**config.mk**
```make
export PLATFORM = sky130hd
export DESIGN_NAME = tl_peri_slave
export DESIGN_NICKNAME = d
export VERILOG_FILES = /design/src/rtl/tl_peri_slave.sv
export SDC_FILE = /design/constraint.sdc
export NUM_CORES = 2
export LEC_CHECK = 0
export ABC_AREA = 1
export CAP_MARGIN = 30
export CORE_MARGIN = 5
export CORE_UTILIZATION = 59
export CTS_BUF_LIST = sky130_fd_sc_hd__clkbuf_4
export DETAILED_ROUTE_END_ITERATION = 6
export PLACE_DENSITY_LB_ADDON = 0.12
export SLEW_MARGIN = 30
export SYNTH_ARGS = -nofsm -noshare
export SYNTH_HDL_FRONTEND = slang
export SYNTH_SLANG_ARGS = --single-unit
```
**constraint.sdc**
```tcl
create_clock -name clk -period 63.7 [get_ports clk]
set_input_delay 6.37 -clock clk [delete_from_list [all_inputs] [get_ports clk]]
set_output_delay 6.37 -clock clk [all_outputs]
set_load 0.005 [all_outputs]
```
**src/rtl/tl_peri_slave.sv**
```systemverilog
// tl_peri_slave: TileLink-UL responder over a DEPTH-word byte-writable window at BASE_ADDR.
// Ports: clk/reset, channel A (a_*), channel D (d_*). Optional TL_PERI_SLAVE_WAIT_EN adds LATENCY wait cycles.
module tl_peri_slave #(
  parameter int ADDR_WIDTH   = 32,
  parameter int DATA_WIDTH   = 32,
  parameter int MASK_WIDTH   = DATA_WIDTH / 8,
  parameter int SIZE_WIDTH   = 3,
  parameter int OPCODE_WIDTH = 3,
  parameter int PARAM_WIDTH  = 3,
  parameter logic [ADDR_WIDTH-1:0] BASE_ADDR = '0,
  parameter int DEPTH        = 64,
  parameter int LATENCY      = 2
) (
  input  logic                    clk,
  input  logic                    reset,
  input  logic                    a_valid,
  output logic                    a_ready,
  input  logic [OPCODE_WIDTH-1:0] a_opcode,
  input  logic [PARAM_WIDTH-1:0]  a_param,
  input  logic [SIZE_WIDTH-1:0]   a_size,
  input  logic                    a_source,
  input  logic [ADDR_WIDTH-1:0]   a_address,
  input  logic [MASK_WIDTH-1:0]   a_mask,
  input  logic [DATA_WIDTH-1:0]   a_data,
  output logic                    d_valid,
  input  logic                    d_ready,
  output logic [OPCODE_WIDTH-1:0] d_opcode,
  output logic [PARAM_WIDTH-1:0]  d_param,
  output logic [SIZE_WIDTH-1:0]   d_size,
  output logic                    d_source,
  output logic                    d_sink,
  output logic [DATA_WIDTH-1:0]   d_data,
  output logic                    d_error
);

  localparam int LG    = $clog2(MASK_WIDTH);
  localparam int IDX_W = (DEPTH > 1) ? $clog2(DEPTH) : 1;
  localparam logic [ADDR_WIDTH:0] WIN =
    (ADDR_WIDTH+1)'(DEPTH * MASK_WIDTH);
  localparam logic [SIZE_WIDTH-1:0] MAX_SIZE = SIZE_WIDTH'(LG);

`ifdef TL_PERI_SLAVE_WAIT_EN
  localparam int CW = (LATENCY > 1) ? $clog2(LATENCY) : 1;
  typedef enum logic [1:0] {IDLE, WAIT, RESP} state_t;
  logic [CW-1:0] cnt;
`else
  typedef enum logic [1:0] {IDLE, RESP} state_t;
  localparam int unused_lat = LATENCY;
`endif

  state_t state;

  logic [DATA_WIDTH-1:0] mem [DEPTH];
  logic [ADDR_WIDTH-1:0] offset;
  logic [ADDR_WIDTH-1:0] align_mask;
  logic [IDX_W-1:0]      idx;
  logic [DATA_WIDTH-1:0] rd_word;
  logic is_get, is_put, err, accept;
  logic unused_ok;

  assign offset     = a_address - BASE_ADDR;
  assign align_mask = ~({ADDR_WIDTH{1'b1}} << a_size);
  assign idx        = offset[LG +: IDX_W];
  assign is_get     = a_opcode == OPCODE_WIDTH'(4);
  assign is_put     = a_opcode == OPCODE_WIDTH'(0)
                   || a_opcode == OPCODE_WIDTH'(1);
  assign err        = (a_address < BASE_ADDR)
                   || ({1'b0, offset} >= WIN)
                   || (a_size > MAX_SIZE)
                   || ((a_address & align_mask) != '0)
                   || !(is_get || is_put);
  assign rd_word    = (int'(idx) < DEPTH) ? mem[idx] : '0;
  assign accept     = (state == IDLE) && a_valid && a_ready;
  assign d_param    = '0;
  assign d_sink     = 1'b0;
  assign unused_ok  = ^{a_param, offset};

  // Writes commit on the acceptance edge so a following Get sees them.
  always_ff @(posedge clk or posedge reset) begin
    if (reset) begin
      for (int w = 0; w < DEPTH; w++) mem[w] <= '0;
    end else if (accept && is_put && !err) begin
      for (int i = 0; i < MASK_WIDTH; i++)
        if (a_mask[i]) mem[idx][8*i +: 8] <= a_data[8*i +: 8];
    end
  end

  always_ff @(posedge clk or posedge reset) begin
    if (reset) begin
      state    <= IDLE;
      a_ready  <= 1'b0;
      d_valid  <= 1'b0;
      d_opcode <= '0;
      d_size   <= '0;
      d_source <= 1'b0;
      d_data   <= '0;
      d_error  <= 1'b0;
`ifdef TL_PERI_SLAVE_WAIT_EN
      cnt      <= '0;
`endif
    end else begin
      unique case (state)
        IDLE: begin
          if (a_valid && a_ready) begin
            a_ready  <= 1'b0;
            d_opcode <= is_get ? OPCODE_WIDTH'(1) : '0;
            d_size   <= a_size;
            d_source <= a_source;
            d_error  <= err;
            d_data   <= (is_get && !err) ? rd_word : '0;
`ifdef TL_PERI_SLAVE_WAIT_EN
            if (LATENCY > 0) begin
              state <= WAIT;
              cnt   <= CW'(LATENCY - 1);
            end else begin
              state   <= RESP;
              d_valid <= 1'b1;
            end
`else
            state   <= RESP;
            d_valid <= 1'b1;
`endif
          end else begin
            a_ready <= 1'b1;
          end
        end
`ifdef TL_PERI_SLAVE_WAIT_EN
        WAIT: begin
          if (cnt == '0) begin
            state   <= RESP;
            d_valid <= 1'b1;
          end else begin
            cnt <= cnt - 1'b1;
          end
        end
`endif
        RESP: begin
          if (d_ready) begin
            d_valid <= 1'b0;
            a_ready <= 1'b1;
            state   <= IDLE;
          end
        end
        default: state <= IDLE;
      endcase
    end
  end

endmodule

```
==> flow_summary.json <==
{
  "cp_num_buf_inv": 6,
  "synth_fa_ha_area_share_pct": 0,
  "synth-xor-area-share_pct": 0,
  "synth-compound-area-share_pct": 0.1294,
  "rsz0062_at_grt": "false",
  "num_rows": 153,
  "p_leak_nw": 57.03,
  "p_seq_share_pct": 48.6,
  "die_w_um": 426.7,
  "ctsHoldBuffers": 0,
  "grt.total_usage_pct": 38.18,
  "grt_pass1_wl_um": 547600,
  "tightestPinTransition_ps": 1086,
  "core_sq_um": 173200,
  "status": "finished with violations",
  "ant_nets": 0,
  "grt_pass1_vias": 94550,
  "cts_setup_buffers": 0,
  "cp-start-kind": "input port",
  "post_drt_wl_per_cell_um": 21.70,
  "cts-htree-levels": 6,
  "vias": 100000,
  "synth-seq-cells": 2088,
  "drc_errors": 4,
  "finalWirelength_um": 352900,
  "power.switching_uw": 738.7,
  "fin_worst_skew_ps": 62.44,
  "synth_area_sq_um": 102500,
  "switching_share_pct": 27.02,
  "hp-class": "flip-flop to flip-flop",
  "synthMuxAreaShare_pct": 0,
  "holdWs_ps": 466.6,
  "hp-start": "mem[1722]$_DFFE_PP0P_",
  "final-hold-violation-count": 0,
  "synth_cells": 13780,
  "gr-usage-met2_pct": 55.78,
  "synth_top_family_by_area": "simple AND/OR/NAND/NOR gates",
  "startpoint": "a_address[2]",
  "die_h_um": 426.7,
  "io_pins": 128,
  "path_cells": "buf_8, inv_8, nand3_1, nand3_1, nand3_1, nor2_1, nand2_1, nor2_4, buf_6, buf_4, buf_4, buf_6, nand3_1, nand2_1",
  "violations": "design-rule violations",
  "cts-resized-gates": 0,
  "slew_viol_final": 0,
  "cts_made_buffers": 577,
  "final_cell_mix": "6538 x nand2_1, 2842 x nand3_1, 2088 x dfrtp_1",
  "gp_congestion": 0.8865,
  "area_growth_pct": 8.559,
  "max_freq_mhz": 87.23,
  "finalCritPeriodShare_pct": 18.00,
  "end_kind": "flip-flop",
  "firstDrtPassIters": 7,
  "critical_path_required_ps": 65010,
  "clock_power_share_pct": 44.0,
  "fin_crit_ps": 11460,
  "setup_violations": 0,
  "num-nets-final": 13640,
  "max-cap-violations": 0,
  "postLayoutCellArea_sq_um": 111200,
  "crit_family": "buffers and inverters",
  "placed_cell_area_sq_um": 103900,
  "vdd.ir_drop.worst_v": 0.00002074,
  "crit_path_top_delay_cell": "buf_4",
  "avgSynthCellArea_sq_um": 7.438,
  "comb_power_share_pct": 7.4,
  "internal_power_mw": 1.995,
  "layout_commonest_cell": "nand2_1",
  "ys_warn_count": 0,
  "clock_latency_ps": 1430,
  "crit_arrival_ps": 12770,
  "crit_top_cell": "nand3_1",
  "grt_use_met1_pct": 52.65,
  "met3_usage_pct": 10.10,
  "dieArea_sq_um": 182100,
  "path_class": "input port to flip-flop",
  "grt_antenna_before_repair": 6,
  "initialDrtViolationCount": 13910,
  "worst-path-max-fanout": 117,
  "grt-busiest-layer": "met2",
  "worstReg2RegStart": "d_valid$_DFFE_PP0P_",
  "cts_tree": "built",
  "port_buffers": 118,
  "viasPerCell": 6.150,
  "yosys.cell_types.count": 26,
  "initial_core_util_pct": 59.14,
  "dpl.hpwl_um": 202200,
  "grt_overflow_total": 0,
  "path_clk_slew_ps": 60,
  "grt_max_degree": 251,
  "cts_sinks": 2088,
  "synthSimpleGateAreaFrac_pct": 43.98,
  "cts_root_buffer": "clkbuf_4",
  "fin_setup_tns_ps": 0,
  "powerDensity_nw_per_um2": 24.58,
  "cts_buffer_depth": 4,
  "seq_area_frac_synth_pct": 50.99,
  "max_stage_delay_ps": 830,
  "fin_total_pwr_mw": 2.734,
  "drive_gt1_share_pct": 9.035,
  "relSlewSlack_pct": 27.61
}
metal layers:
layer  routed length (um)  vias to the layer above
met5                   52                        -
met4                18250                        8
met3                43330                      951
met2               154700                     6206
met1               136600                    47980
li1                     -                    44870
area by class of cell:
| class | count | area (sq um) |
|---|---|---|
| Clock buffer | 889 | 6674 |
| Clock inverter | 61 | 256.5 |
| Timing Repair Buffer | 322 | 3123 |
| Inverter | 106 | 416.7 |
| Tap cell | 2325 | 2909 |
| Sequential cell | 2088 | 52250 |
| Fill cell | 15300 | 62010 |
| Antenna cell | 12 | 30.03 |
| Multi-Input combinational cell | 10460 | 45580 |
synthesized netlist by cell type:
| cell | instances | share of area, % |
|---|---|---|
| nand3_2 | 6 | 0.059 |
| or2_2 | 5 | 0.031 |
| o21a_1 | 2 | 0.015 |
| nor3b_1 | 1 | 0.0073 |
| buf_4 | 7 | 0.051 |
| nor2_4 | 12 | 0.13 |
| nand2_1 | 6538 | 24 |
| buf_2 | 285 | 1.4 |
| o21ai_1 | 8 | 0.039 |
| inv_1 | 84 | 0.31 |
| o211ai_1 | 1 | 0.0073 |
| nor3_1 | 1 | 0.0049 |
| nor3_2 | 5 | 0.049 |
| nand3_1 | 2844 | 14 |
| nor2_1 | 152 | 0.56 |
| o21ai_0 | 12 | 0.059 |
| nand4_1 | 753 | 4.6 |
| buf_1 | 90 | 0.33 |
| nor2_2 | 47 | 0.29 |
| conb_1 | 1 | 0.0037 |
| clkbuf_1 | 746 | 2.7 |
| inv_2 | 22 | 0.081 |
| nor3_4 | 3 | 0.048 |
| dfrtp_1 | 2088 | 51 |
| and2_1 | 60 | 0.37 |
| a21oi_1 | 2 | 0.0098 |
worst reg2reg max path, cell delays in order (launching register included):
cell,delay (ps)
dfrtp_1,370
inv_1,80
nand3_2,60
buf_4,290
inv_1,330
nand2_1,170
inv_1,120
nand2_1,490
nor2_4,750
buf_6,710
buf_4,890
buf_4,850
buf_6,770
nand3_1,260
nand2_1,100
state kept, by name (all words and copies together), names as in the netlist:
name,count
d_valid,1
d_size,3
mem,2048
d_error,1
d_data,32
a_ready,1
d_opcode,1
d_source,1
per-stage QoR:
| step | utilization [%] | std cells | worst slack (ps) |
|---|---|---|---|
| detailed placement | 59.97 | 15290 | 51110 |
| global placement | 59.90 | 15280 | 50190 |
| finish | 64.21 | 16260 | 52240 |
| global route | 64.20 | 16260 | 52050 |
| CTS | 63.97 | 16240 | 52570 |
| floorplan | - | 13780 | 28330 |
final timing paths:
path | endpoint | slack (ps) | depth (start not counted)
max | mem[1684]$_DFFE_PP0P_ | 52240 | 14
min | mem[1722]$_DFFE_PP0P_ | 470 | 2
max reg2reg | mem[1684]$_DFFE_PP0P_ | 57390 | 14
min reg2reg | mem[1722]$_DFFE_PP0P_ | 470 | 2
max in group asynchronous | mem[522]$_DFFE_PP0P_ | 53150 | 8
min in group asynchronous | a_ready$_DFFE_PP0P_ | 5450 | 2
power groups by stage:
stage               registers (mW)  logic, mW  clock network [mW]
floorplan                     1.36      0.110                   0
global placement              1.35      0.191                   0
detailed placement            1.35      0.193                   0
CTS                           1.33      0.193                1.22
global route                  1.33      0.212                1.29
finish                        1.33      0.202                1.20
cell families after synthesis:
logic type / after synthesis
and+or+nand+nor: 10430
AOI/OAI and AO/OA: 25
other: 1
buffers and inverters: 1234
DFF: 2088
No activity file was read; power rests on OpenSTA's default activity.
